<file path="config.mk">
export PLATFORM = sky130hd
export DESIGN_NAME = rr_stream_arbiter
export DESIGN_NICKNAME = d
export VERILOG_FILES = /design/src/rtl/rr_stream_arbiter.sv
export SDC_FILE = /design/constraint.sdc
export NUM_CORES = 1
export LEC_CHECK = 0
export CAP_MARGIN = 10
export CORE_MARGIN = 5
export CORE_UTILIZATION = 39
export CTS_BUF_LIST = sky130_fd_sc_hd__clkbuf_16
export CTS_CLUSTER_SIZE = 10
export DETAILED_ROUTE_END_ITERATION = 10
export GPL_ROUTABILITY_DRIVEN = 0
export PLACE_DENSITY = 0.82
export SYNTH_ARGS = -nofsm -noshare
export SYNTH_HDL_FRONTEND = slang
export SYNTH_SLANG_ARGS = --single-unit
</file>
<file path="constraint.sdc">
create_clock -name clk -period 3.7 [get_ports clk]
set_input_delay 0.74 -clock clk [delete_from_list [all_inputs] [get_ports clk]]
set_output_delay 0.74 -clock clk [all_outputs]
set_load 0.02 [all_outputs]
</file>
<file path="src/rtl/rr_stream_arbiter.sv">
// Packet-aware round-robin arbiter feeding one registered valid/ready output stage.
// state  | meaning
// IDLE   | no packet in flight; grant goes to the next valid requester after ptr
// LOCKED | mid-packet; only lock_id may send until its last beat is accepted
module rr_stream_arbiter #(
   parameter int NUM_REQ    = 4,
   parameter int DATA_WIDTH = 32,
   localparam int SRC_W     = $clog2(NUM_REQ)
) (
   input  logic                          clk,
   input  logic                          rst,
   input  logic [NUM_REQ-1:0]            in_valid,
   output logic [NUM_REQ-1:0]            in_ready,
   input  logic [NUM_REQ*DATA_WIDTH-1:0] in_data,
   input  logic [NUM_REQ-1:0]            in_last,
   output logic                          out_valid,
   input  logic                          out_ready,
   output logic [DATA_WIDTH-1:0]         out_data,
   output logic                          out_last,
   output logic [SRC_W-1:0]              out_src
);

   typedef enum logic {IDLE, LOCKED} state_t;

   state_t                 state;
   logic [SRC_W-1:0]       ptr;
   logic [SRC_W-1:0]       lock_id;

   logic                   stage_free;
   logic                   grant_valid;
   logic [SRC_W-1:0]       grant;
   logic [2*NUM_REQ-1:0]   dbl_valid;
   int                     off;
   int                     pos;
   logic                   sel_valid;
   logic                   sel_last;
   logic [DATA_WIDTH-1:0]  sel_data;
   logic                   accept;

   assign stage_free = !out_valid || out_ready;

   // Rotate the valids so bit 0 is the requester right after ptr; lowest set bit wins.
   always_comb begin
      grant_valid = 1'b0;
      grant       = '0;
      off         = 0;
      pos         = 0;
      dbl_valid   = {in_valid, in_valid} >> (int'(ptr) + 1);
      if (state == LOCKED) begin
         grant_valid = 1'b1;
         grant       = lock_id;
      end else begin
         for (int j = NUM_REQ - 1; j >= 0; j--) begin
            if (dbl_valid[j]) begin
               grant_valid = 1'b1;
               off         = j;
            end
         end
         pos = int'(ptr) + 1 + off;
         if (pos >= NUM_REQ) pos = pos - NUM_REQ;
         grant = SRC_W'(pos);
      end
   end

   always_comb begin
      sel_valid = 1'b0;
      sel_last  = 1'b0;
      sel_data  = '0;
      in_ready  = '0;
      for (int i = 0; i < NUM_REQ; i++) begin
         if (grant == SRC_W'(i)) begin
            sel_valid = in_valid[i];
            sel_last  = in_last[i];
            sel_data  = in_data[i*DATA_WIDTH +: DATA_WIDTH];
            in_ready[i] = grant_valid && stage_free && !rst;
         end
      end
   end

   assign accept = grant_valid && sel_valid && stage_free && !rst;

   always_ff @(posedge clk) begin
      if (rst) begin
         out_valid <= 1'b0;
         out_data  <= '0;
         out_last  <= 1'b0;
         out_src   <= '0;
         state     <= IDLE;
         ptr       <= SRC_W'(NUM_REQ - 1);
         lock_id   <= '0;
      end else begin
         if (accept) begin
            out_valid <= 1'b1;
            out_data  <= sel_data;
            out_last  <= sel_last;
            out_src   <= grant;
         end else if (out_ready) begin
            out_valid <= 1'b0;
         end

         // ptr only moves on packet completion so a partial packet never shifts priority.
         case (state)
            IDLE: begin
               if (accept) begin
                  if (sel_last) begin
                     ptr <= grant;
                  end else begin
                     state   <= LOCKED;
                     lock_id <= grant;
                  end
               end
            end
            LOCKED: begin
               if (accept && sel_last) begin
                  state <= IDLE;
                  ptr   <= lock_id;
               end
            end
            default: state <= IDLE;
         endcase
      end
   end

endmodule

</file>
==> summary.txt, run 1 <==
Place
  • Post-DP HPWL: 8870 um
  • Count of input and output buffers: 178
  • Post-Place Cells: 751
  • Pre-CTS setup slack: -0.831 ns
  • Post-DP Area: 5180 sq um

Yosys
  • Post-synthesis adder-cell area fraction: 0.401%
  • Syn Nets: 622
  • Top FF cell, synth: dfxtp_1
  • Xor/xnor share of the synthesized area: 0.562%
  • Mux cell area share after synthesis: 3.97%
  • Post-Synth Simple-Gate Area: 38.1%
  • Post-synthesis cell count: 482
  • Compound-gate portion of the synthesized area: 24.0%
  • Largest family of logic cells by synthesized area: simple AND/OR/NAND/NOR gates
  • Yosys reg bits: 41
  • Syn Area/Cell: 6.47 sq um
  • Yosys synthesis warning count: 0
  • Post-Syn Area: 3120 sq um
  • Asr flop ratio synth: 0%
  • Synth cell types: 47
  • Seq/Total Area, Yosys: 26.3%
  • Number of synthesized flops with an enable pin: 0

Floorplanning
  • Die width: 99.4 um
  • Num rows: 32
  • Die Ht: 99.4 um
  • Initial core utilization: 40.1%
  • CORE AREA: 7770 sq um
  • Die ar.: 9880 sq um
  • IO Count: 179

Worst setup path
  • Worst setup EP type: output pin
  • Capture point of the worst reg-to-reg path: ptr[0]
  • Critical path type: in2out
  • Critical Path Source Type: primary input
  • R2R Setup Slk: 0.28 ns
  • Worst path required time: 2.96 ns
  • Worst Path Arrival: 2.84 ns
  • CP max FO: 4
  • R2R Path Start: ptr[0]
  • Reg2reg path depth: 12

Clock network
  • CTS tree: built
  • Clock Latency Late Sink: 0.28 ns
  • Number of buffers added for setup after CTS: 0
  • Post-CTS Hold Fix Bufs: 0
  • Clock H-tree levels: 2
  • Clock Tree Buf Depth: 2
  • Clk sinks: 41
  • Worst-path clk slew: 0.06 ns
  • Root buf cell: clkbuf_16
  • CTS buffer count: 5

Worst hold path
  • WHS Endpoint: lock_id[1]
  • Hold Path Depth: 2
  • Worst hold path startpoint: lock_id[1]
  • Worst hold-check path type: reg2reg

STA
  • RSZ-0062 raised after global routing: false
  • Final Hold Viols: 0
  • Setup Total Neg Slack: 0 ns
  • Peak Freq: 0.279 GHz
  • Tcrit/Tclk final: 96.8%
  • Final worst setup slack: 0.119 ns
  • Hold Worst Slack: 0.466 ns
  • Least-Margin Pin Slew: 0.648 ns
  • Relative slew slack: 56.8%
  • Slew Limit Fails: 0
  • Final setup viols: 0
  • Clk_skew: 0.00676 ns
  • Final min period: 3.58 ns

GRT
  • GR Overflow Total: 0
  • Initial antenna violation count: 0
  • Largest net degree at the start of global routing: 72
  • Vias in the first global route: 3,987
  • Total GRT Usage: 22.9%
  • First-pass GRT wire length: 19,100 um

Detailed routing
  • DRT iter0 DRCs: 148
  • Post-DRT Antenna Nets: 0
  • Total vias in the final route: 4,082
  • Pre-Repair DR Iteration Count: 6
  • Via-per-instance ratio: 5.38
  • Routed len/inst: 15.5 um
  • Drt total wl: 11,700 um
  • DRC viols: 0

Power and ir drop
  • Lkg Pwr: 2.03 nW
  • Cell area power density: 938 nW/um^2
  • Power Total: 5.03 mW
  • Max IR drop VDD: 0.000726 V

Cells and area
  • Fin area: 5370 sq um
  • Fill cell count: 637
  • Final net count: 796
  • ANT cells: 0
  • Layout Utilization: 69.1%
  • Final cell count without fillers: 759
  • Register area: 821 sq um
  • Multi-input logic area: 2190 sq um
  • Share of layout cells above drive strength 1: 10.4%
  • Area delta synth->final: 72.2%

Run status
  • Status: complete, no violations

Flow run
  • Max_cap viols: 0
[power breakdown]
part           internal (mW)  leakage (nW)  switching, mW
sequential             0.660         0.341          0.120
combinational           1.55          1.61           2.22
clock                  0.313        0.0826          0.167
total                   2.53          2.03           2.51
[synthesized netlist by cell type (2+ instances only)]
cell type    n  area (sq um)
nand2_1    133           499
nand3_1     66           330
o21ai_0     66           330
dfxtp_1     41           821
nor2b_1     34           213
clkbuf_1    32           120
o211ai_1    32           240
nor2_1      11          41.3
buf_2        9          45.0
mux2i_1      7          70.1
a21oi_1      5          25.0
nor3_1       4          20.0
inv_1        3          11.3
buf_4        2          15.0
mux2i_2      2          27.5
nor3b_1      2          15.0
or3_1        2          12.5
or4_1        2          15.0
[layer usage]
layer	GRT usage (%)	share of wire, %
met5	0	0
met4	5.46	1.6
met3	6.94	8.2
met2	39.0	48
met1	28.4	42
[state kept, by name, indices dropped and copies added, names as in the netlist, named ones only]
name,flops
out_data,32
lock_id,2
out_src,2
ptr,2
out_last,1
out_valid,1
[worst max-delay path: stages]
cell	delay, ns
clkbuf_2	0.12
inv_1	0.08
o311a_1	0.33
o221ai_2	0.19
ha_2	0.22
xor2_2	0.16
xnor2_1	0.12
and3_4	0.21
o31ai_4	0.28
nor3b_2	0.23
buf_4	0.16
[worst max path at each step]
stage	start	end	cells past startpoint
2_1_floorplan	in_valid[1]	in_ready[2]	12
3_3_place_gp	in_valid[3]	in_ready[0]	12
3_5_place_dp	in_valid[0]	in_ready[1]	12
4_1_cts	in_valid[0]	in_ready[0]	11
5_1_grt	in_valid[0]	in_ready[3]	11
6_report	in_valid[0]	in_ready[3]	11
[layout by cell type, fill, tap and decap left out, types with 7 or more instances in the layout]
| cell type | instances |
|---|---|
| nand2_1 | 133 |
| nor2b_1 | 34 |
| mux2i_1 | 7 |
| o211ai_1 | 32 |
| dfxtp_1 | 41 |
| nand3_1 | 66 |
| nor2_1 | 9 |
| buf_4 | 32 |
| o21ai_0 | 65 |
| clkdlybuf4s50_1 | 170 |
[cell type report]
| cell class | count | share of cell area, % |
|---|---|---|
| timing repair buffer | 212 | 38.3 |
| clock inverter | 3 | 0.699 |
| sequential | 41 | 15.3 |
| clock buffer | 5 | 2.33 |
| multi-input combinational | 393 | 40.8 |
| inverter | 3 | 0.210 |
| tap | 102 | 2.38 |
[what timing repair did]
item	4_1_cts	5_1_grt
endpoints found under the hold margin	0	0
gates resized for setup	36	7
setup endpoints to repair	11	8
pin swaps	3	1
[logic make-up after synthesis]
| logic type | count (synthesis) |
|---|---|
| buffers and inverters | 48 |
| AOI/OAI and AO/OA | 119 |
| DFF | 41 |
| adders and majority gates | 1 |
| xor gates and xnor gates | 2 |
| and+or+nand+nor | 260 |
| muxes | 11 |
(Power assumes the default switching activity.)
==> run 2: changes to the inputs <==
--- a/config.mk
+++ b/config.mk
@@ -13,6 +13,7 @@
 export DETAILED_ROUTE_END_ITERATION = 10
 export GPL_ROUTABILITY_DRIVEN = 0
 export PLACE_DENSITY = 0.82
+export REMOVE_ABC_BUFFERS = 1
 export SYNTH_ARGS = -nofsm -noshare
 export SYNTH_HDL_FRONTEND = slang
 export SYNTH_SLANG_ARGS = --single-unit
==> summary.txt, run 2 (synthesis results as in run 1) <==
Run status
  • Status: complete, no violations

Detailed routing
  • Total vias in the final route: 4,085
  • Drt total wl: 11,400 um
  • DRT iter0 DRCs: 148
  • Routed len/inst: 15.1 um
  • Via-per-instance ratio: 5.39
  • Post-DRT Antenna Nets: 0
  • Pre-Repair DR Iteration Count: 4
  • DRC viols: 0

Worst hold path
  • Worst hold-check path type: reg2reg
  • Hold Path Depth: 2

GRT
  • Largest net degree at the start of global routing: 43
  • Total GRT Usage: 22.6%
  • GR Overflow Total: 0
  • Vias in the first global route: 4,052
  • First-pass GRT wire length: 18,700 um
  • Initial antenna violation count: 0

STA
  • Final Hold Viols: 0
  • Tcrit/Tclk final: 95.9%
  • Final setup viols: 0
  • Relative slew slack: 68.5%
  • Clk_skew: 0.00626 ns
  • Least-Margin Pin Slew: 0.472 ns
  • Slew Limit Fails: 0
  • Peak Freq: 0.282 GHz
  • Setup Total Neg Slack: 0 ns
  • Final worst setup slack: 0.153 ns
  • Final min period: 3.55 ns
  • RSZ-0062 raised after global routing: false

Worst setup path
  • Reg2reg path depth: 14
  • Critical path type: in2out
  • Critical Path Source Type: primary input
  • Worst setup EP type: output pin
  • CP max-delay cell: or4_4
  • Max stage delay on crit path: 0.50 ns
  • Cell-by-cell trace of the critical path: buf_2 > or4_4 > o221ai_2 > ha_2 > xor2_2 > xnor2_2 > and3_4 > o31ai_4 > nor3b_2 > buf_4
  • Worst Path Arrival: 2.81 ns
  • Worst path required time: 2.96 ns
  • CP max FO: 7

Clock network
  • Post-CTS Hold Fix Bufs: 0
  • Clock H-tree levels: 2
  • Worst-path clk slew: 0.06 ns
  • Clk sinks: 41
  • Clock Latency Late Sink: 0.28 ns
  • CTS buffer count: 5
  • Root buf cell: clkbuf_16
  • CTS tree: built
  • Clock Tree Buf Depth: 2

Cells and area
  • Commonest non-fill, non-tap cell in the layout: clkdlybuf4s50_1
  • Flip-flop count of the largest register after layout: 32
  • Biggest register: out_data
  • ANT cells: 0
  • Area delta synth->final: 70.4%
  • Most frequent cells in the layout: clkdlybuf4s50_1 (170), nand2_1 (133), o21ai_0 (66), nand3_1 (66), dfxtp_1 (41)
  • Share of layout cells above drive strength 1: 10.4%
  • Layout Utilization: 68.4%
  • Final cell count without fillers: 758
  • Final net count: 795

Power and ir drop
  • Cell area power density: 937 nW/um^2
  • Power Total: 4.98 mW
  • Max IR drop VDD: 0.000460 V
  • Lkg Pwr: 2.02 nW

Place
  • Post-Place Cells: 749
  • Count of input and output buffers: 178
  • Pre-CTS setup slack: -0.790 ns
  • Post-DP HPWL: 8630 um

Floorplanning
  • Initial core utilization: 40.1%
  • Die ar.: 9880 sq um
  • CORE AREA: 7770 sq um
  • Die Ht: 99.4 um
  • IO Count: 179
  • Num rows: 32
  • Die width: 99.4 um

Flow run
  • Max_cap viols: 0
==> run 2: final cells by class <==
class / count / area, sq um
Clock buffer: 5 / 125
Clock inverter: 3 / 46.3
Inverter: 3 / 11.3
Fill cell: 673 / 2450
Sequential cell: 41 / 821
Timing Repair Buffer: 211 / 2010
Tap cell: 102 / 128
Multi-Input combinational cell: 393 / 2170
==> run 2: layer usage <==
layer	global-route usage, %	routed length (um)	up-vias
li1	-	-	2016
met1	24.3	4370	1893
met2	41.9	5860	150
met3	6.59	909	26
met4	7.67	305	0
met5	0	0	-
==> run 2: power by group <==
| part | switching [mW] | leakage [nW] | internal, mW | total (mW) |
|---|---|---|---|---|
| clock | 0.182 | 0.0800 | 0.319 | 0.501 |
| sequential | 0.126 | 0.341 | 0.660 | 0.785 |
| combinational | 2.18 | 1.59 | 1.52 | 3.69 |
| total | 2.48 | 2.02 | 2.49 | 4.98 |
==> run 2: path summary, 6_finish.rpt <==
check / start / end / slack (ns)
max: in_valid[2] / in_ready[2] / 0.15
min: out_src[0] / out_src[0] / 0.47
max reg2reg: ptr[0] / lock_id[0] / 0.47
min reg2reg: out_src[0] / out_src[0] / 0.47
==> run 2: worst max-delay path: cells and delay by family <==
| family | cells | cell delay, ns |
|---|---|---|
| AOI/OAI and AO/OA | 2 | 0.34 |
| and+or+nand+nor | 3 | 0.92 |
| adders and majority gates | 1 | 0.22 |
| buffers and inverters | 2 | 0.32 |
| xor gates and xnor gates | 2 | 0.26 |
==> run 2: repair_timing <==
| item | in CTS | in global routing |
|---|---|---|
| hold endpoints to repair | 0 | 0 |
| pin swaps | 6 | 4 |
| setup endpoints to repair | 4 | 5 |
| buffers inserted | 1 | 0 |
| gates resized for setup | 37 | 9 |
==> run 2: through the flow <==
step / area (sq um) / hold slack, ns
floorplan: 2920 / 0.431
detailed placement: 5110 / 0.466
CTS: 5300 / 0.476
finish: 5310 / 0.470
global placement: 5110 / 0.452
global route: 5310 / 0.506
